--- src/rtl/regfile_wr_arbiter_if.sv ---
// rtl/regfile_wr_arbiter_if.sv - writeback request / register-file write-port bundle
interface regfile_wr_arbiter_if #(
  parameter int W    = 32,
  parameter int AW   = 5,
  parameter int NREQ = 2
);
  // writeback requesters
  logic [NREQ-1:0]    req_valid_i;
  logic [NREQ*AW-1:0] req_addr_i;
  logic [NREQ*W-1:0]  req_data_i;
  logic [NREQ-1:0]    req_ready_o;
  // clear sweep control
  logic               clr_i;
  logic               busy_o;
  logic               clr_done_o;
  // register-file write port
  logic               wr_en_o;
  logic [AW-1:0]      wr_addr_o;
  logic [W-1:0]       wr_data_o;

  // requester / observer side
  modport master (
    output req_valid_i, req_addr_i, req_data_i, clr_i,
    input  req_ready_o, busy_o, clr_done_o, wr_en_o, wr_addr_o, wr_data_o
  );

  // arbiter side
  modport slave (
    input  req_valid_i, req_addr_i, req_data_i, clr_i,
    output req_ready_o, busy_o, clr_done_o, wr_en_o, wr_addr_o, wr_data_o
  );
endinterface

--- src/rtl/regfile_wr_arbiter.sv ---
// rtl/regfile_wr_arbiter.sv - round-robin writeback arbiter with register-file clear sweep
module regfile_wr_arbiter #(
  parameter int W    = 32,
  parameter int AW   = 5,
  parameter int NREQ = 2
) (
  input  logic               clk_i,
  input  logic               rst_i,
  regfile_wr_arbiter_if.slave bus
);

  localparam int NREG = 2 ** AW;
  localparam int PW   = (NREQ > 1) ? $clog2(NREQ) : 1;
  localparam logic [AW-1:0] CNT_LAST = AW'(NREG - 1);

  typedef enum logic [0:0] {
    S_IDLE  = 1'b0,
    S_CLEAR = 1'b1
  } state_t;

  state_t          state_q, state_d;
  logic [AW-1:0]   cnt_q, cnt_d;
  logic [PW-1:0]   ptr_q, ptr_d;
  logic            wr_en_q, wr_en_d;
  logic [AW-1:0]   wr_addr_q, wr_addr_d;
  logic [W-1:0]    wr_data_q, wr_data_d;
  logic            clr_done_q, clr_done_d;

  logic            arb_en;
  logic            grant_found;
  logic [PW-1:0]   grant_idx;
  int              scan_idx;
  logic [NREQ-1:0] req_ready;
  logic            handshake;
  logic [AW-1:0]   win_addr;
  logic [W-1:0]    win_data;
  logic [PW-1:0]   ptr_next;

  // Grants are only offered while idle with no clear request and out of reset.
  assign arb_en = (state_q == S_IDLE) && !bus.clr_i && !rst_i;

  // Round-robin scan: first valid requester starting at ptr, wrapping mod NREQ.
  always_comb begin
    grant_found = 1'b0;
    grant_idx   = '0;
    scan_idx    = 0;
    for (int k = 0; k < NREQ; k++) begin
      scan_idx = int'(ptr_q) + k;
      if (scan_idx >= NREQ) begin
        scan_idx = scan_idx - NREQ;
      end
      if (!grant_found && bus.req_valid_i[scan_idx]) begin
        grant_found = 1'b1;
        grant_idx   = PW'(scan_idx);
      end
    end
  end

  // One-hot ready to the winner; the winner is valid by construction, so a grant is a handshake.
  always_comb begin
    req_ready = '0;
    if (arb_en && grant_found) begin
      req_ready[grant_idx] = 1'b1;
    end
  end

  assign handshake = arb_en && grant_found;
  assign win_addr  = bus.req_addr_i[int'(grant_idx)*AW +: AW];
  assign win_data  = bus.req_data_i[int'(grant_idx)*W +: W];
  assign ptr_next  = (int'(grant_idx) == NREQ - 1) ? '0 : grant_idx + 1'b1;

  // Next-state and write-port logic: clear sweep owns the port, otherwise the winner does.
  always_comb begin
    state_d    = state_q;
    cnt_d      = cnt_q;
    ptr_d      = ptr_q;
    wr_en_d    = 1'b0;
    wr_addr_d  = wr_addr_q;
    wr_data_d  = wr_data_q;
    clr_done_d = 1'b0;
    case (state_q)
      S_IDLE: begin
        if (bus.clr_i) begin
          state_d = S_CLEAR;
          cnt_d   = AW'(1);
        end else if (handshake) begin
          ptr_d = ptr_next;
          // register 0 is hardwired zero: accept the request but drop the write
          if (win_addr != '0) begin
            wr_en_d   = 1'b1;
            wr_addr_d = win_addr;
            wr_data_d = win_data;
          end
        end
      end
      S_CLEAR: begin
        wr_en_d   = 1'b1;
        wr_addr_d = cnt_q;
        wr_data_d = '0;
        cnt_d     = cnt_q + 1'b1;
        if (cnt_q == CNT_LAST) begin
          state_d    = S_IDLE;
          clr_done_d = 1'b1;
        end
      end
      default: begin
        state_d = S_IDLE;
      end
    endcase
  end

  // State and registered write port; reset also aborts any sweep in progress.
  always_ff @(posedge clk_i) begin
    if (rst_i) begin
      state_q    <= S_IDLE;
      cnt_q      <= '0;
      ptr_q      <= '0;
      wr_en_q    <= 1'b0;
      wr_addr_q  <= '0;
      wr_data_q  <= '0;
      clr_done_q <= 1'b0;
    end else begin
      state_q    <= state_d;
      cnt_q      <= cnt_d;
      ptr_q      <= ptr_d;
      wr_en_q    <= wr_en_d;
      wr_addr_q  <= wr_addr_d;
      wr_data_q  <= wr_data_d;
      clr_done_q <= clr_done_d;
    end
  end

  assign bus.req_ready_o = req_ready;
  assign bus.busy_o      = (state_q == S_CLEAR);
  assign bus.clr_done_o  = clr_done_q;
  assign bus.wr_en_o     = wr_en_q;
  assign bus.wr_addr_o   = wr_addr_q;
  assign bus.wr_data_o   = wr_data_q;

endmodule

--- src/flat_wrapper.sv ---
// flat-port wrapper written by rule: the top's interface ports become plain ports
module regfile_wr_arbiter_flat 
#(
  parameter int W    = 32,
  parameter int AW   = 5,
  parameter int NREQ = 2
)
  (clk_i, rst_i, bus_req_valid_i, bus_req_addr_i, bus_req_data_i, bus_clr_i, bus_req_ready_o, bus_busy_o, bus_clr_done_o, bus_wr_en_o, bus_wr_addr_o, bus_wr_data_o);
  regfile_wr_arbiter_if #(.W(W), .AW(AW), .NREQ(NREQ)) bus_i ();
  input  logic clk_i;
  input  logic rst_i;
  input wire logic [$bits(bus_i.req_valid_i)-1:0] bus_req_valid_i;
  input wire logic [$bits(bus_i.req_addr_i)-1:0] bus_req_addr_i;
  input wire logic [$bits(bus_i.req_data_i)-1:0] bus_req_data_i;
  input wire logic [$bits(bus_i.clr_i)-1:0] bus_clr_i;
  output wire logic [$bits(bus_i.req_ready_o)-1:0] bus_req_ready_o;
  output wire logic [$bits(bus_i.busy_o)-1:0] bus_busy_o;
  output wire logic [$bits(bus_i.clr_done_o)-1:0] bus_clr_done_o;
  output wire logic [$bits(bus_i.wr_en_o)-1:0] bus_wr_en_o;
  output wire logic [$bits(bus_i.wr_addr_o)-1:0] bus_wr_addr_o;
  output wire logic [$bits(bus_i.wr_data_o)-1:0] bus_wr_data_o;
  assign bus_i.req_valid_i = bus_req_valid_i;
  assign bus_i.req_addr_i = bus_req_addr_i;
  assign bus_i.req_data_i = bus_req_data_i;
  assign bus_i.clr_i = bus_clr_i;
  assign bus_req_ready_o = bus_i.req_ready_o;
  assign bus_busy_o = bus_i.busy_o;
  assign bus_clr_done_o = bus_i.clr_done_o;
  assign bus_wr_en_o = bus_i.wr_en_o;
  assign bus_wr_addr_o = bus_i.wr_addr_o;
  assign bus_wr_data_o = bus_i.wr_data_o;
  regfile_wr_arbiter #(.W(W), .AW(AW), .NREQ(NREQ)) u_core (.clk_i(clk_i), .rst_i(rst_i), .bus(bus_i));
endmodule
--- config.mk ---
export PLATFORM = sky130hd
export DESIGN_NAME = regfile_wr_arbiter_flat
export DESIGN_NICKNAME = d
export VERILOG_FILES = /design/src/rtl/regfile_wr_arbiter_if.sv /design/src/rtl/regfile_wr_arbiter.sv /design/src/flat_wrapper.sv
export SDC_FILE = /design/constraint.sdc
export NUM_CORES = 1
export LEC_CHECK = 0
export BUFFER_PORTS_ARGS = -buffer_cell sky130_fd_sc_hd__buf_4
export CAP_MARGIN = 20
export CORE_UTILIZATION = 49
export DETAILED_ROUTE_END_ITERATION = 7
export PLACE_DENSITY = 0.86
export SYNTH_ARGS = -nofsm -noshare
export SYNTH_HDL_FRONTEND = slang
export SYNTH_SLANG_ARGS = --single-unit
export TNS_END_PERCENT = 30
--- constraint.sdc ---
create_clock -name clk_i -period 5.45 [get_ports clk_i]
set_clock_uncertainty 0.1 [all_clocks]
set_input_delay 1.09 -clock clk_i [delete_from_list [all_inputs] [get_ports clk_i]]
set_output_delay 1.09 -clock clk_i [all_outputs]
set_load 0.02 [all_outputs]
Yosys cells after proc, flatten, opt, wreduce, memory -nomap -nowiden
Cells that the tools add are included.
{"block": "op_classes", "bitwise": 2, "multipliers": 1, "mux": 34, "order_cmp": 6, "n_reduce_logical": 12, "div": 0, "shifts": 2, "eq_ne": 5, "addsub": 5}
{"operator": "$mux W32", "n": 5}
{"operator": "$lt A32 B3 Y1 const B", "n": 2}
{"operator": "$pmux W32 S2", "n": 1}
{"operator": "$shiftx A64 B7 Y32", "n": 1}
{"operator": "$ge A32 B3 Y1 const B", "n": 1}
{"operator": "$shiftx A10 B32 Y5", "n": 1}
{"operator": "$sub A32 B3 Y32 const B", "n": 1}
{"operator": "$mux W5", "n": 4}
{"operator": "$pmux W5 S2", "n": 2}
{"operator": "$mux W1", "n": 18}
{"operator": "$ne A2 B2 Y1 const B", "n": 3}
{"operator": "$reduce_and A3 Y1", "n": 2}
{"operator": "$add A5 B1 Y5 const B", "n": 1}
{"operator": "$eq A5 B5 Y1 const B", "n": 1}
{"operator": "$logic_and A1 B1 Y1", "n": 5}
{"operator": "$reduce_bool A5 Y1", "n": 1}
{"operator": "$mul A1 B3 Y4 const B", "n": 1}
{"operator": "$pmux W1 S2", "n": 2}
{"operator": "$logic_not A1 Y1", "n": 3}
{"operator": "$sub A1 B2 Y3 const B", "n": 1}
{"operator": "$add A1 B1 Y2 const B", "n": 1}
{"operator": "$ge A1 B2 Y1 const B", "n": 1}
{"operator": "$lt A1 B2 Y1 const B", "n": 1}
{"operator": "$mux W2", "n": 1}
{"operator": "6 further kinds", "n": 7}
{"block": "totals", "register_bits": 46, "input_bits": 79, "out_inout_bits": 42, "mem_bits_ro": 0, "latch_bits": 0, "ramBits": 0, "mem_count": 0, "elab_cells": 74}

Logic depth before layout (Yosys ltp)
{"block": "depth", "depth_word": 16, "depth_mapped": 8, "mapped_depth_nobuf": 5}

Worst setup path after synthesis
OpenSTA, ideal clock, no wires.
{"block": "synth_path", "path_kind": "input to output", "startpoint": "input rst_i", "endpoint": "output bus_req_ready_o[0]", "required_time_ns": 4.260, "slack_ns": 2.341, "t_arrival_ns": 1.919, "path_buffers": 1, "cell_stages": 4, "cell_sequence": "buf_2 -> nor3_2 -> o21ai_1 -> a21oi_1"}
{"block": "synth_via", "elab_chain_len": 4}
{"item": "start, declared", "line": "flat_wrapper.sv:11", "rtl": "input logic rst_i;"}
{"item": "$logic_not A1 Y1", "line": "regfile_wr_arbiter.sv:40", "rtl": "assign arb_en = (state_q == S_IDLE) && !bus.clr_i && !rst_i;"}
{"item": "$logic_and A1 B1 Y1", "line": "regfile_wr_arbiter.sv:40"}
{"item": "$logic_and A1 B1 Y1", "line": "regfile_wr_arbiter.sv:62", "rtl": "if (arb_en && grant_found) begin"}
{"item": "$mux W2", "line": "regfile_wr_arbiter.sv:62"}
{"item": "end, declared", "line": "flat_wrapper.sv:16", "rtl": "output wire logic [$bits(bus_i.req_ready_o)-1:0] bus_req_ready_o;"}
No other way between the ends.

Final worst setup path
Same ends and word-level chain as after synthesis.

==> results by group <==
Yosys
  – Synth warn: 0
  – Post-synth EDFFs: 0
  – Syn Inst Count: 270
  – Async SR Flop Fraction: 0%
  – Post-synthesis sequential area ratio: 39.7%
  – Mean Syn Cell Area: 8.58 um2
  – Yosys reg bits: 46
  – Syn nets: 351
  – Mapped Area: 2320 um2
  – Top FF cell, synth: dfxtp_1
  – Synth cell types: 38

Power and ir drop
  – Sequential share of power: 46.7%
  – Comb pwr share: 21.8%
  – Power density over the cells: 237 nW/um2
  – Int Pwr: 582 uW
  – Sw power: 202 uW
  – Max IR drop VDD: 0.170 mV
  – Clock power share: 31.4%
  – P_leak: 0.00144 uW
  – Sw frac: 25.8%

CTS
  – Clock slew at reported path FFs: 0.07 ns
  – CTS Buf Count: 5
  – CTS root buffer: clkbuf_8
  – CTS tree: yes
  – H-tree levels: 2
  – CTS resizes: 0
  – CTS Hold Bufs: 0
  – CTS Sinks: 46
  – Longest Clk Path Bufs: 2
  – Clk_lat worst skew: 0.30 ns
  – Setup bufs post-CTS: 0

Worst setup path
  – Worst-path fanout max: 27
  – R2R Setup Slk: 2.93 ns
  – Crit path DAT: 2.04 ns
  – Reg2reg start: u_core.bus.busy_o
  – RR Endpoint: u_core.bus.wr_data_o[25]
  – CP Capture Type: output pin
  – Reg2reg path depth: 6
  – Crit start category: primary input
  – Crit Path Class: in2out
  – Required time worst endpoint: 4.26 ns

Route
  – Remaining antenna violation count after routing: 0
  – Total routed wirelength: 5620 um
  – WL/cell: 13.0 um
  – Vias per cell: 5.34
  – First-pass DRT Iterations: 6
  – DRC viols: 18
  – Total number of vias: 2300
  – DRT iter0 DRCs: 131

Timing
  – Final setup violating endpoints: 0
  – RSZ-0062 raised after global routing: false
  – Final Cycle Share: 59.3%
  – Post-route minimum period: 3.23 ns
  – Fin Setup TNS: 0 ns
  – Slew headroom: 37.3%
  – Max-slew violation count: 0
  – Setup slack after layout: 2.22 ns
  – Final hold vios: 0
  – Pin slew with the least headroom to its limit: 0.939 ns
  – Max frequency: 309 MHz

Min path
  – Type of the worst min-delay path: reg2reg
  – Hold EP: u_core.bus.wr_data_o[23]
  – HP Start: u_core.bus.wr_data_o[23]
  – Hold Crit Depth: 2

Placed design
  – HPWL Detailed: 4160 um
  – Worst slack, placed: 2.21 ns
  – Placed cells: 423
  – Placed cell areas: 3210 um2
  – Gpl congestion: 0.846
  – Port bufs: 120

Floorplan
  – Die ar.: 5010 um2
  – Io pins: 121
  – Initial core utilization: 52.1%
  – Row count: 24
  – Die Ht: 70.8 um
  – Die Wd: 70.8 um
  – Core area: 4440 um2

GRT
  – First-pass GRT wire length: 9030 um
  – Remaining Overflow, GRT: 0
  – GRT Overall Usage: 22.5%
  – Pin count of the biggest net entering global routing: 69
  – Vias in the first global route: 2180
  – Initial antenna violation count: 0

Layout
  – Antenna cells: 0
  – Final cell utilization of the core: 74.5%
  – Post-Layout Cell Count: 431
  – Layout cells sized above 1: 44.1%
  – Layout Nets: 459
  – Layout area overhead: 43.0%
  – Final instance area: 3310 um2

Run status
  – Violated checks: design-rule violations
  – Status: finished with violations

Job
  – Max-cap violations: 0
## metrics by stage
step / total power [uW] / hold slack [ns]
6_report: 784 / 0.361
5_1_grt: 816 / 0.379
4_1_cts: 790 / 0.362
3_5_place_dp: 546 / 0.352
3_3_place_gp: 542 / 0.343
2_1_floorplan: 466 / 0.352
## worst max path at each step
stage,from,to
2_1_floorplan,rst_i,bus_req_ready_o[0]
6_report,rst_i,bus_req_ready_o[0]
5_1_grt,rst_i,bus_req_ready_o[0]
3_3_place_gp,rst_i,bus_req_ready_o[0]
4_1_cts,rst_i,bus_req_ready_o[0]
3_5_place_dp,rst_i,bus_req_ready_o[0]
## registers in the layout (all words and copies together) (netlist names)
name,flops
u_core.bus.wr_data_o,32
u_core.bus.wr_addr_o,5
u_core.cnt_q,5
u_core.bus.busy_o,1
u_core.bus.clr_done_o,1
u_core.bus.wr_en_o,1
u_core.ptr_q,1
## Yosys cell counts (all sizes together), types with 4 or more instances
| library cell | count | area (um2) |
|---|---|---|
| buf | 13 | 71.3 |
| nor3 | 5 | 30.0 |
| clkbuf | 9 | 35.0 |
| a21oi | 17 | 85.1 |
| o21ai | 23 | 115 |
| nor2 | 14 | 52.6 |
| nand3 | 4 | 20.0 |
| mux2 | 31 | 349 |
| a311o | 4 | 40.0 |
| nand3b | 11 | 82.6 |
| nand2 | 61 | 229 |
| a211oi | 4 | 35.0 |
| dfxtp | 46 | 921 |
## cells by family (layout without fill, tap and decap cells)
group	after synthesis	count (layout)	synth area share [%]
mux	32	32	15.5
simple gates	107	107	23.2
flops	46	46	39.7
compound gates	58	58	15.4
buf+inv	25	134	5.08
fa+ha+maj	2	2	1.08
## cell type report
class	count	area, um2
tap	52	65.1
timing repair buffer	123	923
fill	338	1130
clock buffer	7	76.3
multi-input combinational	199	1290
inverter	3	11.3
clock inverter	1	30.0
sequential	46	921
## cells in the final DEF (no fill, tap or decap), types with 2 or more instances in the layout
master	count
a211oi_1	3
a21oi_1	17
a311o_1	4
a31oi_1	3
and3_1	3
buf_4	123
clkbuf_1	2
clkbuf_8	5
dfxtp_1	46
ha_1	2
inv_1	3
mux2_2	31
nand2_1	61
nand3_1	4
nand3b_1	11
nor2_1	14
nor3_1	4
nor3b_1	3
nor4b_4	2
o21ai_0	21
o21ai_1	2
## routing by layer
metal	GRT usage [%]	vias up	wire length, um
li1	-	1158	-
met1	24.0	1048	2240
met2	41.7	88	2860
met3	6.13	6	445
met4	9.33	0	73
met5	0	-	0
## critical path, stage by stage
cell,delay (ns)
buf_4,0.21
nor3_2,0.19
o21ai_1,0.19
a21oi_1,0.19
buf_4,0.17
## power groups by stage
| stage | Sequential, uW | Clock (uW) | Combinational, uW |
|---|---|---|---|
| after floorplan | 388 | 0 | 78.9 |
| after global placement | 373 | 0 | 168 |
| after detailed placement | 374 | 0 | 172 |
| after CTS | 366 | 251 | 173 |
| after global routing | 369 | 262 | 185 |
| final | 366 | 246 | 171 |
Note: power is estimated with default switching activity, not from simulation.
